<file path="src/rtl/serial_fa_sequencer.sv">
// Bit-serial adder controller wrapped around an external single-bit full-adder cell.
// One operand bit pair is added per cycle, LSB first; results appear behind a start/busy/done handshake.
module serial_fa_sequencer #(
    parameter int WIDTH = 8
) (
    input  logic             clk,
    input  logic             rst,
    input  logic             start,
    input  logic [WIDTH-1:0] a_in,
    input  logic [WIDTH-1:0] b_in,
    input  logic             cin_in,
    output logic             fa_a,
    output logic             fa_b,
    output logic             fa_cin,
    input  logic             fa_s,
    input  logic             fa_ca,
    output logic             busy,
    output logic             done,
    output logic [WIDTH-1:0] sum_out,
    output logic             cout
);

    localparam int CNT_W = $clog2(WIDTH);
    localparam logic [CNT_W-1:0] LAST = CNT_W'(WIDTH - 1);

    typedef enum logic [1:0] {
        S_IDLE  = 2'd0,
        S_SHIFT = 2'd1,
        S_DONE  = 2'd2
    } state_t;

    state_t state;
    state_t state_next;

    logic [WIDTH-1:0] a_sh;
    logic [WIDTH-1:0] b_sh;
    // Only the upper WIDTH-1 sum bits need to be carried between cycles;
    // the newest bit always comes straight from the cell.
    logic [WIDTH-2:0] sum_sh;
    logic             carry_q;
    logic [CNT_W-1:0] cnt;

    logic [WIDTH-1:0] sum_next;
    logic             accept;
    logic             last_bit;

    assign sum_next = {fa_s, sum_sh};
    assign accept   = (state == S_IDLE) && start;
    assign last_bit = (state == S_SHIFT) && (cnt == LAST);

    always_ff @(posedge clk or posedge rst) begin
        if (rst) begin
            state <= S_IDLE;
        end else begin
            state <= state_next;
        end
    end

    always_comb begin
        state_next = state;
        busy       = 1'b0;
        done       = 1'b0;
        fa_a       = 1'b0;
        fa_b       = 1'b0;
        fa_cin     = 1'b0;
        case (state)
            S_IDLE: begin
                if (start) begin
                    state_next = S_SHIFT;
                end
            end
            S_SHIFT: begin
                busy   = 1'b1;
                fa_a   = a_sh[0];
                fa_b   = b_sh[0];
                fa_cin = carry_q;
                if (cnt == LAST) begin
                    state_next = S_DONE;
                end
            end
            S_DONE: begin
                done       = 1'b1;
                state_next = S_IDLE;
            end
            default: begin
                state_next = S_IDLE;
            end
        endcase
    end

    // Operand shifters, carry, counter and held results.
    always_ff @(posedge clk or posedge rst) begin
        if (rst) begin
            a_sh    <= '0;
            b_sh    <= '0;
            sum_sh  <= '0;
            carry_q <= 1'b0;
            cnt     <= '0;
            sum_out <= '0;
            cout    <= 1'b0;
        end else if (accept) begin
            a_sh    <= a_in;
            b_sh    <= b_in;
            carry_q <= cin_in;
            cnt     <= '0;
        end else if (state == S_SHIFT) begin
            a_sh    <= {1'b0, a_sh[WIDTH-1:1]};
            b_sh    <= {1'b0, b_sh[WIDTH-1:1]};
            sum_sh  <= sum_next[WIDTH-1:1];
            carry_q <= fa_ca;
            cnt     <= cnt + 1'b1;
            if (last_bit) begin
                sum_out <= sum_next;
                cout    <= fa_ca;
            end
        end
    end

endmodule

</file>
<file path="config.mk">
export PLATFORM = sky130hd
export DESIGN_NAME = serial_fa_sequencer
export DESIGN_NICKNAME = d
export VERILOG_FILES = /design/src/rtl/serial_fa_sequencer.sv
export SDC_FILE = /design/constraint.sdc
export NUM_CORES = 1
export LEC_CHECK = 0
export BUFFER_PORTS_ARGS = -buffer_cell sky130_fd_sc_hd__buf_2
export CAP_MARGIN = 15
export CORE_MARGIN = 3
export CORE_UTILIZATION = 41
export CTS_CLUSTER_DIAMETER = 120
export DETAILED_ROUTE_END_ITERATION = 16
export PLACE_DENSITY = 0.64
export SKIP_CTS_REPAIR_TIMING = 1
export SKIP_LAST_GASP = 1
export SYNTH_ARGS = -nofsm -noshare
export SYNTH_HDL_FRONTEND = slang
export SYNTH_SLANG_ARGS = --single-unit
</file>
<file path="constraint.sdc">
create_clock -name clk -period 1.7 [get_ports clk]
set_input_delay 0.34 -clock clk [delete_from_list [all_inputs] [get_ports clk]]
set_output_delay 0.34 -clock clk [all_outputs]
set_load 0.005 [all_outputs]
</file>
==> results.yml, run 1 <==
place:
  place_congestion: 0.775
  hpwl_mm: 2.40
  placed_cells: 246
  numPortBuffers: 35
power:
  ir_drop_mv: 0.627
  p_leak_nw: 1.01
  pwr_density_cell_nw_per_um2: 1720
logic_synthesis:
  async_flop_share: 1.00
  synth_ff_type: "dfrtp_1"
  avgSynthCellArea_sq_um: 10.4
  syn-num-nets: 190
  yosys_warnings: 0
  synthCells: 166
  yosysSeqAreaShare: 0.549
  synth_enable_flop_cells: 0
  ys_types: 28
  netlist_area_sq_um: 1730
  synth-seq-cells: 38
worst_setup_path:
  arrival_ns: 1.29
  cp.required_ns: 1.36
  cp_max_fo: 14
  end_kind: "output port"
  critPathLaunchType: "register"
  reg2reg_from: "state[0]"
  worst_r2r_path_depth: 3
  path_class: "register to output port"
  reg2reg_slack_ns: 0.22
  timing.rr.end: "carry_q"
floorplan:
  fp-row-count: 23
  dieArea_sq_um: 5040
  coreArea_sq_um: 4030
  die_h_um: 71.0
  num_io_pins: 36
  fp.dieW_um: 71.0
  initial_utilization: 0.430
sta:
  tightest_slew_ns: 0.599
  finalCritPeriodShare: 0.956
  slew_viol_final: 0
  finalHoldViolations: 0
  holdWs_ns: 0.151
  setup_violations: 0
  fmaxAchievable_ghz: 0.615
  maxSlewHeadroom: 0.601
  fin_skew_ns: 0.00855
  period_needed_ns: 1.63
  rsz0062_at_grt: "false"
clocking:
  cts_buffer_depth: 2
  clock-sinks: 38
  cts_tree: "done"
  clkTransAtPathRegs_ns: 0.07
  htreeDepth: 2
  clk_latency_ns: 0.29
  clock-root-buffer: "clkbuf_8"
  numCtsBuffers: 5
finish:
  post-route-util: 0.510
  nFillCells: 371
  layout.nets: 230
  syn_to_final_growth_pct: 18.6
  layout-drive-gt1-share: 0.325
  diodes: 0
  final_cells: 256
route:
  drtPass1Iterations: 4
  drc: 0
  num_vias: 1300
  wl_per_cell_um: 13.2
  wl_mm: 3.38
  drt_iter0_drc: 101
  drt.antenna.violating_nets: 0
  viasPerCell: 5.08
outcome:
  status: "finished clean"
global_routing:
  grtUsageTotal: 0.143
  grt_max_degree: 39
  grt_pass1_wl_mm: 5.73
  antenna_found_initial: 0
  grt_pass1_vias: 1283
  overflow: 0
min_path:
  hold_class: "input port to async pin"
job:
  drv_cap: 0
## report_power, final
group          switching (mW)  internal (mW)  leakage (nW)
Combinational           0.663          0.711         0.511
Clock                   0.301          0.275        0.0438
Sequential              0.267           1.32         0.460
## cell families (layout without fill, tap and decap cells)
group / count (synthesis) / after routing / share of synthesized area
fa+ha+maj: 2 / 2 / 0.0144
compound gates: 18 / 18 / 0.0744
flops: 38 / 38 / 0.549
mux: 9 / 9 / 0.0780
simple gates: 85 / 85 / 0.238
buf+inv: 14 / 54 / 0.0469
## cell type report
type                    count  area [sq um]  share of cell area
well taps                  50          62.6              0.0305
clock inverters             2          10.0             0.00487
clock buffers               5          68.8              0.0335
inverters                   4          23.8              0.0116
repair buffers             43           235               0.114
multi-input cells         114           701               0.341
flip-flops and latches     38           953               0.464
## through the flow
stage	area (sq um)	TNS [ns]	setup WS [ns]	total power, mW
finish	2050	0	0.0740	3.54
global route	2050	0	0.00927	3.83
CTS	2030	-0.145	-0.0469	3.56
detailed placement	1950	0	0.213	2.98
global placement	1950	0	0.231	2.92
floorplan	1730	0	0.235	2.58
## worst max-delay path by stage
stage / from / end / slack, ns
finish: state[0] / fa_a / 0.07
global route: state[0] / fa_cin / 0.009
CTS: state[1] / fa_a / -0.05
detailed placement: state[0] / carry_q / 0.21
global placement: state[0] / carry_q / 0.23
floorplan: state[1] / fa_b / 0.24
## metal layers
layer  share of wire  global-route usage  wire length, um
met1            0.48               0.187             1630
met2            0.45               0.230             1530
met3           0.052              0.0384              175
met4           0.012              0.0480               40
met5               0                   0                0
## state kept, by name (all words and copies together) (netlist names)
name / count
a_sh: 8
cout: 1
carry_q: 1
sum_sh: 7
state: 2
sum_out: 8
cnt: 3
b_sh: 8
## synth_stat cells, drive strengths merged (3+ instances only)
master	n	area, sq um
and2	3	18.8
nor2	19	71.3
buf	7	50.1
o32ai	3	26.3
nor3b	5	37.5
clkbuf	3	11.3
dfrtp	38	951
nand2	27	118
mux2	9	135
nor3	26	130
o22ai	7	43.8
## cell usage in the layout (no fill, tap or decap), drive strengths merged
cell      Yosys  layout
inv           2       2
o22ai         7       7
nor3         26      26
ha            2       2
o21ai         1       1
dfrtp        38      38
o21ba         1       1
a21oi         2       2
and2          3       3
a22o          2       2
o21bai        1       1
nor2         19      19
nor3b         5       5
clkinv        2       3
or2           1       1
buf           7      43
mux2          9       9
nand2b        2       2
nand2        27      27
o32ai         3       3
clkbuf        3       5
clkinvlp      0       1
a32oi         1       1
nand3         2       2
## critical path, cell delays in order, from the launching register on
cell and delay (ns):
dfrtp_2 0.47, nand2b_4 0.10, clkinv_4 0.12, and2_1 0.19, buf_2 0.12
Power figures use the tool's default switching activity.
==> inputs of run 2 (changes only) <==
- clock period: 1.7 -> 1.65 ns (I/O delays scaled with it)
==> run 2 against run 1 <==
Hold slack worse by 0.0088 ns. Highest routed layer unchanged. Critical path depth unchanged. Die area unchanged. Non-clock buffer count down 2. Final cell count down 0.39%. Worst setup slack better by 0.012 ns. Utilization about the same. Total power up 4.5%. Global-route usage up 0.28 points. Sequential cell count unchanged. Largest cell class unchanged. Register-to-register slack about the same. Clock power up 13%.
==> results.yml, run 2 (synthesized netlist as in run 1, its figures left out) <==
outcome:
  status: "finished clean"
clocking:
  clock-sinks: 38
  cts_buffer_depth: 2
  clkTransAtPathRegs_ns: 0.07
  clock-root-buffer: "clkbuf_8"
  htreeDepth: 2
  numCtsBuffers: 5
  clk_latency_ns: 0.29
  cts_tree: "done"
finish:
  reg_top3: "a_sh: 8 flops, b_sh: 8 flops, sum_out: 8 flops"
  syn_to_final_growth_pct: 18.6
  layout-drive-gt1-share: 0.302
  layout.nets: 228
  regArea_sq_um: 951
  final_common_cell: "dfrtp_1"
  diodes: 0
  final_cell_mix: "dfrtp_1, buf_2, nor3_1, nand2_1, nor2_1"
  nFillCells: 385
  final_cells: 255
  multiInputGateArea_sq_um: 701
job:
  drv_cap: 0
sta:
  tightest_slew_ns: 0.478
  setup_slack_ns: 0.0861
  fin_skew_ns: 0.00630
  fmaxAchievable_ghz: 0.639
  period_needed_ns: 1.56
  maxSlewHeadroom: 0.682
  fin_tns_setup_ns: 0
  finalHoldViolations: 0
  slew_viol_final: 0
  setup_violations: 0
  holdWs_ns: 0.142
  finalCritPeriodShare: 0.948
  rsz0062_at_grt: "true"
floorplan:
  coreArea_sq_um: 4030
  fp.dieW_um: 71.0
  num_io_pins: 36
  initial_utilization: 0.430
  dieArea_sq_um: 5040
  fp-row-count: 23
  die_h_um: 71.0
worst_setup_path:
  crit_chain: "nand2b_4 -> inv_8 -> and2_1 -> buf_2"
  reg2reg_from: "cnt[0]"
  arrival_ns: 1.23
  cp_max_fo: 14
  path_class: "register to output port"
  cp.required_ns: 1.32
  critPathMaxStageDelay_ns: 0.40
  end_kind: "output port"
  worstSetupStartpoint: "state[1]"
  worstPathBufferInverterCount: 2
  cp_top_family: "flip-flops"
  crit_slowest_cell: "dfrtp_1"
  critPathLaunchType: "register"
place:
  pre_cts_slack_ns: 0.234
  numPortBuffers: 35
  place_congestion: 0.772
  hpwl_mm: 2.41
  placed_cells: 247
global_routing:
  overflow: 0
  antenna_found_initial: 0
  grtUsageTotal: 0.146
  grt_pass1_vias: 1272
  grt_pass1_wl_mm: 5.84
  grt_max_degree: 39
route:
  drc: 0
  wl_mm: 3.35
  wl_per_cell_um: 13.1
  drt.antenna.violating_nets: 0
  drtPass1Iterations: 4
  viasPerCell: 5.05
  num_vias: 1288
  drt_iter0_drc: 41
power:
  p_leak_nw: 1.01
  ir_drop_mv: 0.673
  pwr_density_cell_nw_per_um2: 1800
  power_mw: 3.70
min_path:
  hold_class: "input port to async pin"
[run 2: final timing paths]
check | slack (ns) | depth (start not counted) | endpoint
worst max-delay path | 0.09 | 4 | fa_a
worst min-delay path | 0.14 | 3 | sum_out[7]
worst max register to register | 0.23 | 4 | sum_out[1]
worst min register to register | 0.48 | 2 | sum_sh[0]
max in group asynchronous | 1.17 | 3 | b_sh[4]
min in group clk | 0.25 | 3 | sum_sh[6]
[run 2: area by class of cell]
type / count / share of cell area
tap: 50 / 0.0304
timing repair buffer: 41 / 0.111
multi-input combinational: 114 / 0.341
clock buffer: 7 / 0.0420
clock inverter: 1 / 0.00243
inverter: 4 / 0.0110
sequential: 38 / 0.463
[run 2: stage by stage]
stage | cell area (sq um) | utilization
floorplan | 1730 | -
global placement | 1950 | 0.485
detailed placement | 1950 | 0.485
CTS | 2050 | 0.508
global route | 2060 | 0.510
finish | 2060 | 0.510
[run 2: metal layers]
metal,track usage,part of all wire,vias up
met5,0,0,-
met4,0.0501,0.017,0
met3,0.0355,0.045,8
met2,0.235,0.47,29
met1,0.192,0.47,607
li1,-,-,644
[run 2: worst register-to-register path, cell delays in order, from the launching register on]
cell     delay [ns]
dfrtp_1        0.40
ha_1           0.20
ha_1           0.25
nand2_8        0.15
mux2_4         0.31
[run 2: power breakdown]
group	leakage [nW]	internal, mW	switching (mW)
registers	0.462	1.36	0.265
clock network	0.0482	0.337	0.312
logic	0.502	0.731	0.694
total	1.01	2.43	1.27
